<file path="src/rtl/multicycle_control_if.sv">
// rtl/multicycle_control_if.sv - control bundle between the multicycle controller and its datapath
interface multicycle_control_if;
    logic [5:0] opcode_i;
    logic       zero_i;
    logic       mem_ready_i;
    logic       pc_write_o;
    logic [1:0] pc_src_o;
    logic       iord_o;
    logic       ir_write_o;
    logic       mem_read_o;
    logic       mem_write_o;
    logic       reg_write_o;
    logic       reg_dst_o;
    logic       mem_to_reg_o;
    logic       alu_src_a_o;
    logic [1:0] alu_src_b_o;
    logic [2:0] alu_op_o;
    logic       instr_done_o;
    logic       illegal_o;
    logic       bus_error_o;
    logic [3:0] state_o;

    modport master (
        input  opcode_i, zero_i, mem_ready_i,
        output pc_write_o, pc_src_o, iord_o, ir_write_o, mem_read_o, mem_write_o,
               reg_write_o, reg_dst_o, mem_to_reg_o, alu_src_a_o, alu_src_b_o,
               alu_op_o, instr_done_o, illegal_o, bus_error_o, state_o
    );

    modport slave (
        output opcode_i, zero_i, mem_ready_i,
        input  pc_write_o, pc_src_o, iord_o, ir_write_o, mem_read_o, mem_write_o,
               reg_write_o, reg_dst_o, mem_to_reg_o, alu_src_a_o, alu_src_b_o,
               alu_op_o, instr_done_o, illegal_o, bus_error_o, state_o
    );
endinterface

</file>
<file path="src/rtl/multicycle_control.sv">
// rtl/multicycle_control.sv - multicycle MIPS control FSM with memory wait-state timeout
module multicycle_control #(
    parameter int unsigned TIMEOUT_CYCLES = 15
) (
    input  logic                 clk,
    input  logic                 reset,
    multicycle_control_if.master bus
);
    localparam logic [5:0] OP_R    = 6'h00;
    localparam logic [5:0] OP_ADDI = 6'h08;
    localparam logic [5:0] OP_ORI  = 6'h0D;
    localparam logic [5:0] OP_LUI  = 6'h0F;
    localparam logic [5:0] OP_LW   = 6'h23;
    localparam logic [5:0] OP_SW   = 6'h2B;
    localparam logic [5:0] OP_BEQ  = 6'h04;
    localparam logic [5:0] OP_BNE  = 6'h05;
    localparam logic [5:0] OP_J    = 6'h02;

    typedef enum logic [3:0] {
        IDLE      = 4'd0,
        FETCH     = 4'd1,
        DECODE    = 4'd2,
        MEM_ADDR  = 4'd3,
        MEM_READ  = 4'd4,
        MEM_WB    = 4'd5,
        MEM_WRITE = 4'd6,
        EXEC_R    = 4'd7,
        EXEC_I    = 4'd8,
        ALU_WB    = 4'd9,
        BRANCH    = 4'd10,
        JUMP      = 4'd11,
        FAULT     = 4'd12
    } state_t;

    state_t     state_q, state_d;
    logic [7:0] wait_q, wait_d;
    logic       timeout;

    logic       pc_write;
    logic [1:0] pc_src;
    logic       iord;
    logic       ir_write;
    logic       mem_read;
    logic       mem_write;
    logic       reg_write;
    logic       reg_dst;
    logic       mem_to_reg;
    logic       alu_src_a;
    logic [1:0] alu_src_b;
    logic [2:0] alu_op;
    logic       instr_done;
    logic       illegal;
    logic       bus_error;

    // A ready on the limit cycle still wins, so the fault is only taken without ready.
    assign timeout = (wait_q == 8'(TIMEOUT_CYCLES - 1));

    always_comb begin
        state_d    = state_q;
        wait_d     = wait_q;
        pc_write   = 1'b0;
        pc_src     = 2'b00;
        iord       = 1'b0;
        ir_write   = 1'b0;
        mem_read   = 1'b0;
        mem_write  = 1'b0;
        reg_write  = 1'b0;
        reg_dst    = 1'b0;
        mem_to_reg = 1'b0;
        alu_src_a  = 1'b0;
        alu_src_b  = 2'b00;
        alu_op     = 3'b000;
        instr_done = 1'b0;
        illegal    = 1'b0;
        bus_error  = 1'b0;

        // Outputs are forced low while reset is held so no request survives it.
        if (reset) begin
            case (state_q)
                IDLE: state_d = FETCH;
                FETCH: begin
                    mem_read  = 1'b1;
                    alu_src_b = 2'b01;
                    alu_op    = 3'b100;
                    ir_write  = bus.mem_ready_i;
                    pc_write  = bus.mem_ready_i;
                    if (bus.mem_ready_i)  state_d = DECODE;
                    else if (timeout)     state_d = FAULT;
                    else                  wait_d  = wait_q + 8'd1;
                end
                DECODE: begin
                    alu_src_b = 2'b11;
                    alu_op    = 3'b100;
                    case (bus.opcode_i)
                        OP_LW, OP_SW:             state_d = MEM_ADDR;
                        OP_R:                     state_d = EXEC_R;
                        OP_ADDI, OP_ORI, OP_LUI:  state_d = EXEC_I;
                        OP_BEQ, OP_BNE:           state_d = BRANCH;
                        OP_J:                     state_d = JUMP;
                        default: begin
                            illegal    = 1'b1;
                            instr_done = 1'b1;
                            state_d    = FETCH;
                        end
                    endcase
                end
                MEM_ADDR: begin
                    alu_src_a = 1'b1;
                    alu_src_b = 2'b10;
                    alu_op    = 3'b100;
                    state_d   = (bus.opcode_i == OP_SW) ? MEM_WRITE : MEM_READ;
                end
                MEM_READ: begin
                    mem_read = 1'b1;
                    iord     = 1'b1;
                    if (bus.mem_ready_i)  state_d = MEM_WB;
                    else if (timeout)     state_d = FAULT;
                    else                  wait_d  = wait_q + 8'd1;
                end
                MEM_WB: begin
                    reg_write  = 1'b1;
                    mem_to_reg = 1'b1;
                    instr_done = 1'b1;
                    state_d    = FETCH;
                end
                MEM_WRITE: begin
                    mem_write = 1'b1;
                    iord      = 1'b1;
                    if (bus.mem_ready_i) begin
                        instr_done = 1'b1;
                        state_d    = FETCH;
                    end else if (timeout) begin
                        state_d = FAULT;
                    end else begin
                        wait_d = wait_q + 8'd1;
                    end
                end
                EXEC_R: begin
                    alu_src_a = 1'b1;
                    alu_op    = 3'b111;
                    state_d   = ALU_WB;
                end
                EXEC_I: begin
                    alu_src_a = 1'b1;
                    alu_src_b = 2'b10;
                    case (bus.opcode_i)
                        OP_ORI:  alu_op = 3'b010;
                        OP_LUI:  alu_op = 3'b001;
                        default: alu_op = 3'b100;
                    endcase
                    state_d = ALU_WB;
                end
                ALU_WB: begin
                    reg_write  = 1'b1;
                    reg_dst    = (bus.opcode_i == OP_R);
                    instr_done = 1'b1;
                    state_d    = FETCH;
                end
                BRANCH: begin
                    alu_src_a  = 1'b1;
                    alu_op     = 3'b011;
                    pc_src     = 2'b01;
                    pc_write   = ((bus.opcode_i == OP_BEQ) &  bus.zero_i) |
                                 ((bus.opcode_i == OP_BNE) & ~bus.zero_i);
                    instr_done = 1'b1;
                    state_d    = FETCH;
                end
                JUMP: begin
                    pc_write   = 1'b1;
                    pc_src     = 2'b10;
                    instr_done = 1'b1;
                    state_d    = FETCH;
                end
                FAULT:   bus_error = 1'b1;
                default: state_d = IDLE;
            endcase

            if (state_q != FAULT && (bus.mem_ready_i ||
                (state_d != state_q &&
                 (state_d == FETCH || state_d == MEM_READ || state_d == MEM_WRITE)))) begin
                wait_d = 8'd0;
            end
        end
    end

    always_ff @(posedge clk or negedge reset) begin
        if (!reset) begin
            state_q <= IDLE;
            wait_q  <= 8'd0;
        end else begin
            state_q <= state_d;
            wait_q  <= wait_d;
        end
    end

    assign bus.pc_write_o   = pc_write;
    assign bus.pc_src_o     = pc_src;
    assign bus.iord_o       = iord;
    assign bus.ir_write_o   = ir_write;
    assign bus.mem_read_o   = mem_read;
    assign bus.mem_write_o  = mem_write;
    assign bus.reg_write_o  = reg_write;
    assign bus.reg_dst_o    = reg_dst;
    assign bus.mem_to_reg_o = mem_to_reg;
    assign bus.alu_src_a_o  = alu_src_a;
    assign bus.alu_src_b_o  = alu_src_b;
    assign bus.alu_op_o     = alu_op;
    assign bus.instr_done_o = instr_done;
    assign bus.illegal_o    = illegal;
    assign bus.bus_error_o  = bus_error;
    assign bus.state_o      = state_q;
endmodule

</file>
<file path="src/flat_wrapper.sv">
// flat-port wrapper written by rule: the top's interface ports become plain ports
module multicycle_control_flat 
#(
    parameter int unsigned TIMEOUT_CYCLES = 15
)
  (clk, reset, bus_opcode_i, bus_zero_i, bus_mem_ready_i, bus_pc_write_o, bus_pc_src_o, bus_iord_o, bus_ir_write_o, bus_mem_read_o, bus_mem_write_o, bus_reg_write_o, bus_reg_dst_o, bus_mem_to_reg_o, bus_alu_src_a_o, bus_alu_src_b_o, bus_alu_op_o, bus_instr_done_o, bus_illegal_o, bus_bus_error_o, bus_state_o);
  multicycle_control_if bus_i ();
  input  logic clk;
  input  logic reset;
  input wire logic [$bits(bus_i.opcode_i)-1:0] bus_opcode_i;
  input wire logic [$bits(bus_i.zero_i)-1:0] bus_zero_i;
  input wire logic [$bits(bus_i.mem_ready_i)-1:0] bus_mem_ready_i;
  output wire logic [$bits(bus_i.pc_write_o)-1:0] bus_pc_write_o;
  output wire logic [$bits(bus_i.pc_src_o)-1:0] bus_pc_src_o;
  output wire logic [$bits(bus_i.iord_o)-1:0] bus_iord_o;
  output wire logic [$bits(bus_i.ir_write_o)-1:0] bus_ir_write_o;
  output wire logic [$bits(bus_i.mem_read_o)-1:0] bus_mem_read_o;
  output wire logic [$bits(bus_i.mem_write_o)-1:0] bus_mem_write_o;
  output wire logic [$bits(bus_i.reg_write_o)-1:0] bus_reg_write_o;
  output wire logic [$bits(bus_i.reg_dst_o)-1:0] bus_reg_dst_o;
  output wire logic [$bits(bus_i.mem_to_reg_o)-1:0] bus_mem_to_reg_o;
  output wire logic [$bits(bus_i.alu_src_a_o)-1:0] bus_alu_src_a_o;
  output wire logic [$bits(bus_i.alu_src_b_o)-1:0] bus_alu_src_b_o;
  output wire logic [$bits(bus_i.alu_op_o)-1:0] bus_alu_op_o;
  output wire logic [$bits(bus_i.instr_done_o)-1:0] bus_instr_done_o;
  output wire logic [$bits(bus_i.illegal_o)-1:0] bus_illegal_o;
  output wire logic [$bits(bus_i.bus_error_o)-1:0] bus_bus_error_o;
  output wire logic [$bits(bus_i.state_o)-1:0] bus_state_o;
  assign bus_i.opcode_i = bus_opcode_i;
  assign bus_i.zero_i = bus_zero_i;
  assign bus_i.mem_ready_i = bus_mem_ready_i;
  assign bus_pc_write_o = bus_i.pc_write_o;
  assign bus_pc_src_o = bus_i.pc_src_o;
  assign bus_iord_o = bus_i.iord_o;
  assign bus_ir_write_o = bus_i.ir_write_o;
  assign bus_mem_read_o = bus_i.mem_read_o;
  assign bus_mem_write_o = bus_i.mem_write_o;
  assign bus_reg_write_o = bus_i.reg_write_o;
  assign bus_reg_dst_o = bus_i.reg_dst_o;
  assign bus_mem_to_reg_o = bus_i.mem_to_reg_o;
  assign bus_alu_src_a_o = bus_i.alu_src_a_o;
  assign bus_alu_src_b_o = bus_i.alu_src_b_o;
  assign bus_alu_op_o = bus_i.alu_op_o;
  assign bus_instr_done_o = bus_i.instr_done_o;
  assign bus_illegal_o = bus_i.illegal_o;
  assign bus_bus_error_o = bus_i.bus_error_o;
  assign bus_state_o = bus_i.state_o;
  multicycle_control #(.TIMEOUT_CYCLES(TIMEOUT_CYCLES)) u_core (.clk(clk), .reset(reset), .bus(bus_i));
endmodule
</file>
<file path="config.mk">
export PLATFORM = sky130hd
export DESIGN_NAME = multicycle_control_flat
export DESIGN_NICKNAME = d
export VERILOG_FILES = /design/src/rtl/multicycle_control_if.sv /design/src/rtl/multicycle_control.sv /design/src/flat_wrapper.sv
export SDC_FILE = /design/constraint.sdc
export NUM_CORES = 1
export LEC_CHECK = 0
export CORE_MARGIN = 8
export CORE_UTILIZATION = 49
export DETAILED_ROUTE_END_ITERATION = 12
export GPL_TIMING_DRIVEN = 0
export MAX_ROUTING_LAYER = met4
export PLACE_DENSITY = 0.8
export SLEW_MARGIN = 10
export SYNTH_ARGS = -nofsm -noshare
export SYNTH_HDL_FRONTEND = slang
export SYNTH_SLANG_ARGS = --single-unit
</file>
<file path="constraint.sdc">
create_clock -name clk -period 2.6 [get_ports clk]
set_input_delay 0.52 -clock clk [delete_from_list [all_inputs] [get_ports clk]]
set_output_delay 0.52 -clock clk [all_outputs]
set_load 0.05 [all_outputs]
</file>
==> results of run 1 <==
==> power groups by stage <==
stage | clock network [mW] | logic, mW | registers [mW]
final | 0.108 | 0.531 | 0.231
after detailed placement | 0 | 0.534 | 0.227
after global routing | 0.123 | 0.565 | 0.234
after floorplan | 0 | 0.346 | 0.262
after CTS | 0.112 | 0.517 | 0.229
after global placement | 0 | 0.529 | 0.226
==> worst min-delay path by stage <==
| stage | start | end | slack, ps | cells past startpoint |
|---|---|---|---|---|
| 4_1_cts | reset | u_core.wait_q[2]$_DFFE_PN0P_ | 260 | 1 |
| 6_report | reset | u_core.wait_q[3]$_DFFE_PN0P_ | 160 | 1 |
| 3_5_place_dp | u_core.wait_q[7]$_DFFE_PN0P_ | u_core.wait_q[7]$_DFFE_PN0P_ | 560 | 2 |
| 5_1_grt | reset | u_core.wait_q[2]$_DFFE_PN0P_ | 160 | 1 |
| 3_3_place_gp | u_core.wait_q[7]$_DFFE_PN0P_ | u_core.wait_q[7]$_DFFE_PN0P_ | 540 | 2 |
| 2_1_floorplan | reset | u_core.bus.state_o[0]$_DFFE_PN0P_ | 220 | 0 |
==> sequential cells by signal, summed over array words and instances (netlist names) <==
signal              cells
u_core.wait_q           8
u_core.bus.state_o      4
==> area by class of cell <==
| class | instances | share of cell area, % |
|---|---|---|
| multi-input combinational | 153 | 57.3 |
| sequential | 12 | 18.5 |
| timing repair buffer | 31 | 16.4 |
| buffer | 11 | 3.23 |
| tap | 30 | 2.31 |
| clock buffer | 3 | 1.38 |
| inverter | 4 | 0.922 |
==> repair_timing <==
item	CTS	global route
setup endpoints to repair	27	20
setup buffers	0	2
cloned	0	0
resized for setup	70	24
hold endpoints to repair	0	0
pin swaps	1	0
==> cells in the final DEF, fill, tap and decap left out, types with 5 or more instances in the layout <==
cell type and instances:
a21oi_1 7, buf_2 9, clkbuf_2 8, clkdlybuf4s15_2 9, clkdlybuf4s50_1 5, dfrtp_1 11
nand2_1 29, nand2b_1 9, nand3_1 5, nor2_1 22, o21ai_0 9
==> cells by family after synthesis <==
| group | after synthesis | share of synthesized area [%] |
|---|---|---|
| simple gates | 97 | 37.9 |
| compound gates | 50 | 28.1 |
| buf+inv | 16 | 5.16 |
| flops | 12 | 23.8 |
| xor+xnor | 3 | 2.09 |
| fa+ha+maj | 2 | 1.99 |
| mux | 1 | 0.894 |
==> metal layers <==
metal | vias to the layer above | wire length [um]
li1 | 723 | -
met1 | 739 | 1720
met2 | 82 | 1850
met3 | 4 | 352
met4 | 0 | 42
met5 | - | 0
==> metrics by stage <==
step           worst slack (ps)  utilization, %  hold WS (ps)  std cells  TNS (ps)
6_report                   89.7            66.3           157        244         0
5_1_grt                   -12.4            66.3           164        244     -29.2
4_1_cts                    2.49            66.1           264        242         0
3_5_place_dp               -995            65.4           560        240    -19640
3_3_place_gp               -978            65.4           541        240    -19180
2_1_floorplan             -22.5               -           224        181     -22.5
==> impl_metrics.toml, run 1 <==
[finish]
seqCellArea_um2 = 302
design_area_mm2 = 0.00163
n_antenna_cell = 0
syn_to_final_growth_pct = 29.2
layout.nets = 228
fillCellCount = 219
drive_gt1_share_pct = 23.4
multi_input_area_um2 = 932

[worst_setup_path]
endpoint_kind = "output pin"
criticalPathCategory = "primary input to output pin"
worstRegToRegCells = 8
crit_end = "bus_pc_write_o"
r2r-end = "u_core.wait_q[1]$_DFFE_PN0P_"
cp_max_fo = 1
cp.buffers_inverters = 2
cpPeakStageDelay_ps = 480
path_cells = "clkdlybuf4s50_1, xor2_1, a41o_1, a32oi_1, nor2_1, clkdlybuf4s15_2"
worstPathArrival_ps = 1990
crit_start = "bus_zero_i"
path_delay_family = "buffers and inverters"
critical_path_depth = 6
slowest_stage = "clkdlybuf4s50_1"
timing.rr.start = "u_core.wait_q[0]$_DFFE_PN0P_"
worstPathRequired_ps = 2080
critPathLaunchType = "primary input"
reg2reg_slack_ps = 100

[floorplanning]
initial_core_util_pct = 51.3
die_h_um = 66.7
coreArea_mm2 = 0.00245
rows = 18
die_area_mm2 = 0.00445
ios = 33
fp.dieW_um = 66.7

[global_routing]
gr-usage-met1_pct = 23.7
first_global_vias = 1379
met2_usage_pct = 28.8
grt_max_degree = 19
use_met3_pct = 4.53
grt_first_pass_wirelength_mm = 6.48
grt_remaining_overflow = 0
grt.busiest_layer = "met2"
antenna_found_initial = 0
grt_usage_pct = 18.4

[sta]
worst_pin_slew_ps = 620
slew_viol_final = 0
period_needed_ps = 2510
max_freq_mhz = 398
relSlewSlack_pct = 57.6
hold_viol = 0
setup_viol = 0
fin_crit_sh_pct = 96.5
fin_skew_ps = 1.44

[yosys]
synth_seq_area_share_pct = 23.8
syn_area_mm2 = 0.00126
ys_types = 46
synthCells = 181
syn_nets = 193
syn_avg_cell_area_um2 = 6.96
yosysTopAreaCellShare_pct = 23.8
async_reset_ff_share_pct = 100
synth_edf_count = 0
ys.flop_type = "dfrtp_1"
synthTopCellsByCount = "29 x nand2_1, 25 x nor2_1, 12 x dfrtp_1"
synth_most_common_cell = "nand2_1"
synth_area_leaders = "dfrtp_1 24%, nand2_1 8.6%, nor2_1 7.4%"
synth_top_cell_by_area = "dfrtp_1"
ys_ff_latch = 12
yosysWarnings = 0

[drt]
routed_wl_mm = 3.97
drtIter0Drc = 147
wl_per_cell_um = 16.3
vias = 1548
dr.pass1.iters = 4
drcViolationCount = 0
drt.antenna.violating_nets = 0
viasPerCell = 6.34

[placed_design]
portBuffers = 29
dpl_cell_area_mm2 = 0.00161
gp_congestion = 0.975
hpwl_mm = 2.92

[worst_hold_path]
holdCritPathClass = "primary input to async pin"

[pwr]
p_per_area_mw_per_mm2 = 534
power.share.combinational_pct = 61.0
p_seq_share_pct = 26.6
leakagePower_nw = 0.681
peakVddDrop_mv = 0.398
p_int_uw = 433
total_power_uw = 869
pwr-share-clk_pct = 12.4
p_sw_uw = 437
p_sw_share_pct = 50.2

[clock_tree]
cts.path.max_buffers = 2
tritoncts = "yes"
ctsHtreeMaxLevel = 1
cts_hold_buf = 0
cts_sinks = 12
path_clk_slew_ps = 70
cts-buffers-inserted = 3
cts-root-buf = "clkbuf_4"
clk_latency_ps = 270

[run_status]
status = "complete, no violations"

[flow_run]
drv_cap = 0
Note: power is estimated with default switching activity, not from simulation.
==> run 2, diff against run 1 <==
--- a/config.mk
+++ b/config.mk
@@ -11,6 +11,7 @@
 export GPL_TIMING_DRIVEN = 0
 export MAX_ROUTING_LAYER = met4
 export PLACE_DENSITY = 0.8
+export SKIP_LAST_GASP = 1
 export SLEW_MARGIN = 10
 export SYNTH_ARGS = -nofsm -noshare
 export SYNTH_HDL_FRONTEND = slang
==> run 2 against run 1 <==
  * Non-clock buffer count stayed put
  * Sequential share of layout area unchanged
  * Highest routed layer unchanged
  * Setup slack worse by 14 ps
  * Sequential power hardly changed
  * Power fell by 0.18%
  * Core utilization stayed put
  * Via count barely moved
  * Flip-flop and latch count unchanged
==> impl_metrics.toml, run 2 (same netlist as run 1, synthesis figures left out) <==
[pwr]
leakagePower_nw = 0.681
p_per_area_mw_per_mm2 = 533
peakVddDrop_mv = 0.398

[worst_hold_path]
holdCritPathClass = "primary input to async pin"

[sta]
max_freq_mhz = 396
fin_ws_ps = 75.8
setup_viol = 0
period_needed_ps = 2520
fin_tns_setup_ps = 0
relSlewSlack_pct = 57.6
holdWs_ps = 156
fin_skew_ps = 1.44
worst_pin_slew_ps = 620
slew_viol_final = 0
hold_viol = 0
fin_crit_sh_pct = 97.1
rsz0062_at_grt = "true"

[floorplanning]
initial_core_util_pct = 51.3
die_area_mm2 = 0.00445
rows = 18
die_h_um = 66.7
ios = 33
coreArea_mm2 = 0.00245
fp.dieW_um = 66.7

[finish]
fillCellCount = 219
instances_no_fill = 244
multi_input_area_um2 = 932
final_common_cell = "nand2_1"
seqCellArea_um2 = 302
largest_register_ffs = 8
syn_to_final_growth_pct = 29.2
final_core_utilization_pct = 66.3
drive_gt1_share_pct = 23.4
n_antenna_cell = 0
layout_common_cells = "29 x nand2_1, 22 x nor2_1, 11 x dfrtp_1"
layout.nets = 228
max_flop_register = "u_core.wait_q"

[global_routing]
grt_remaining_overflow = 0
grt_first_pass_wirelength_mm = 6.48
first_global_vias = 1379
antenna_found_initial = 0
grt_max_degree = 19
grt_usage_pct = 18.4

[clock_tree]
cts.path.max_buffers = 2
ctsHtreeMaxLevel = 1
clk_latency_ps = 270
path_clk_slew_ps = 70
cts_hold_buf = 0
cts_sinks = 12
cts-root-buf = "clkbuf_4"
cts-buffers-inserted = 3
tritoncts = "yes"

[worst_setup_path]
cp_max_fo = 10
endpoint_kind = "output pin"
criticalPathCategory = "register to output pin"
worstPathRequired_ps = 2080
critPathLaunchType = "register"
worstPathArrival_ps = 2000

[run_status]
status = "complete, no violations"

[placed_design]
hpwl_mm = 2.92
dp.cells = 240
gp_congestion = 0.975
pre_cts_ws_ps = -995
portBuffers = 29

[drt]
drt.antenna.violating_nets = 0
vias = 1549
routed_wl_mm = 3.95
dr.pass1.iters = 4
drtIter0Drc = 147
viasPerCell = 6.35
drcViolationCount = 0
wl_per_cell_um = 16.2

[flow_run]
drv_cap = 0
-- run 2: critical path, cell delays in order, from the launching register on --
cell,delay [ps]
dfrtp_1,420
buf_2,210
nand2b_1,220
or2_2,310
o32ai_1,200
and2_1,150
clkbuf_4,220
-- run 2: routing by layer --
layer	vias up	part of all wire, %	GRT usage (%)
met5	-	0	-
met4	0	1.1	2.67
met3	4	8.8	4.53
met2	82	47	28.8
met1	739	43	23.7
li1	724	-	-
-- run 2: layout make-up --
class                   count  area share [%]
multi-input cells         153            57.3
flip-flops and latches     12            18.5
repair buffers             31            16.4
plain buffers              11            3.23
well taps                  30            2.31
clock buffers               3            1.38
inverters                   4           0.922
-- run 2: report_power, final --
group / switching [mW] / internal [mW] / leakage [nW] / total (mW)
Combinational: 0.354 / 0.175 / 0.509 / 0.529
Clock: 0.0543 / 0.0536 / 0.0138 / 0.108
Sequential: 0.0268 / 0.204 / 0.158 / 0.231
Total: 0.435 / 0.432 / 0.681 / 0.868
-- run 2: final timing paths --
check                                             startpoint                                end  depth (start not counted)  slack (ps)
max                        u_core.bus.state_o[0]$_DFFE_PN0P_                    bus_alu_op_o[2]                          6          80
min                                                    reset       u_core.wait_q[3]$_DFFE_PN0P_                          1         160
max reg2reg                     u_core.wait_q[0]$_DFFE_PN0P_       u_core.wait_q[1]$_DFFE_PN0P_                          8         100
min reg2reg                     u_core.wait_q[0]$_DFFE_PN0P_       u_core.wait_q[0]$_DFFE_PN0P_                          2         570
max in group asynchronous                              reset  u_core.bus.state_o[2]$_DFFE_PN0P_                          1        2150
min in group clk                u_core.wait_q[0]$_DFFE_PN0P_       u_core.wait_q[0]$_DFFE_PN0P_                          2         570
-- run 2: metrics by stage --
step | cell area (um2) | total power, mW
global placement | 1610 | 0.755
global route | 1630 | 0.922
finish | 1630 | 0.868
CTS | 1620 | 0.859
detailed placement | 1610 | 0.761
floorplan | 1280 | 0.609
-- run 2: timing repair --
action | in CTS | in global routing
endpoints found under the hold margin | 0 | 0
pin swaps | 1 | 0
resized for setup | 70 | 23
setup endpoints to repair | 27 | 20
buffers inserted | 0 | 2
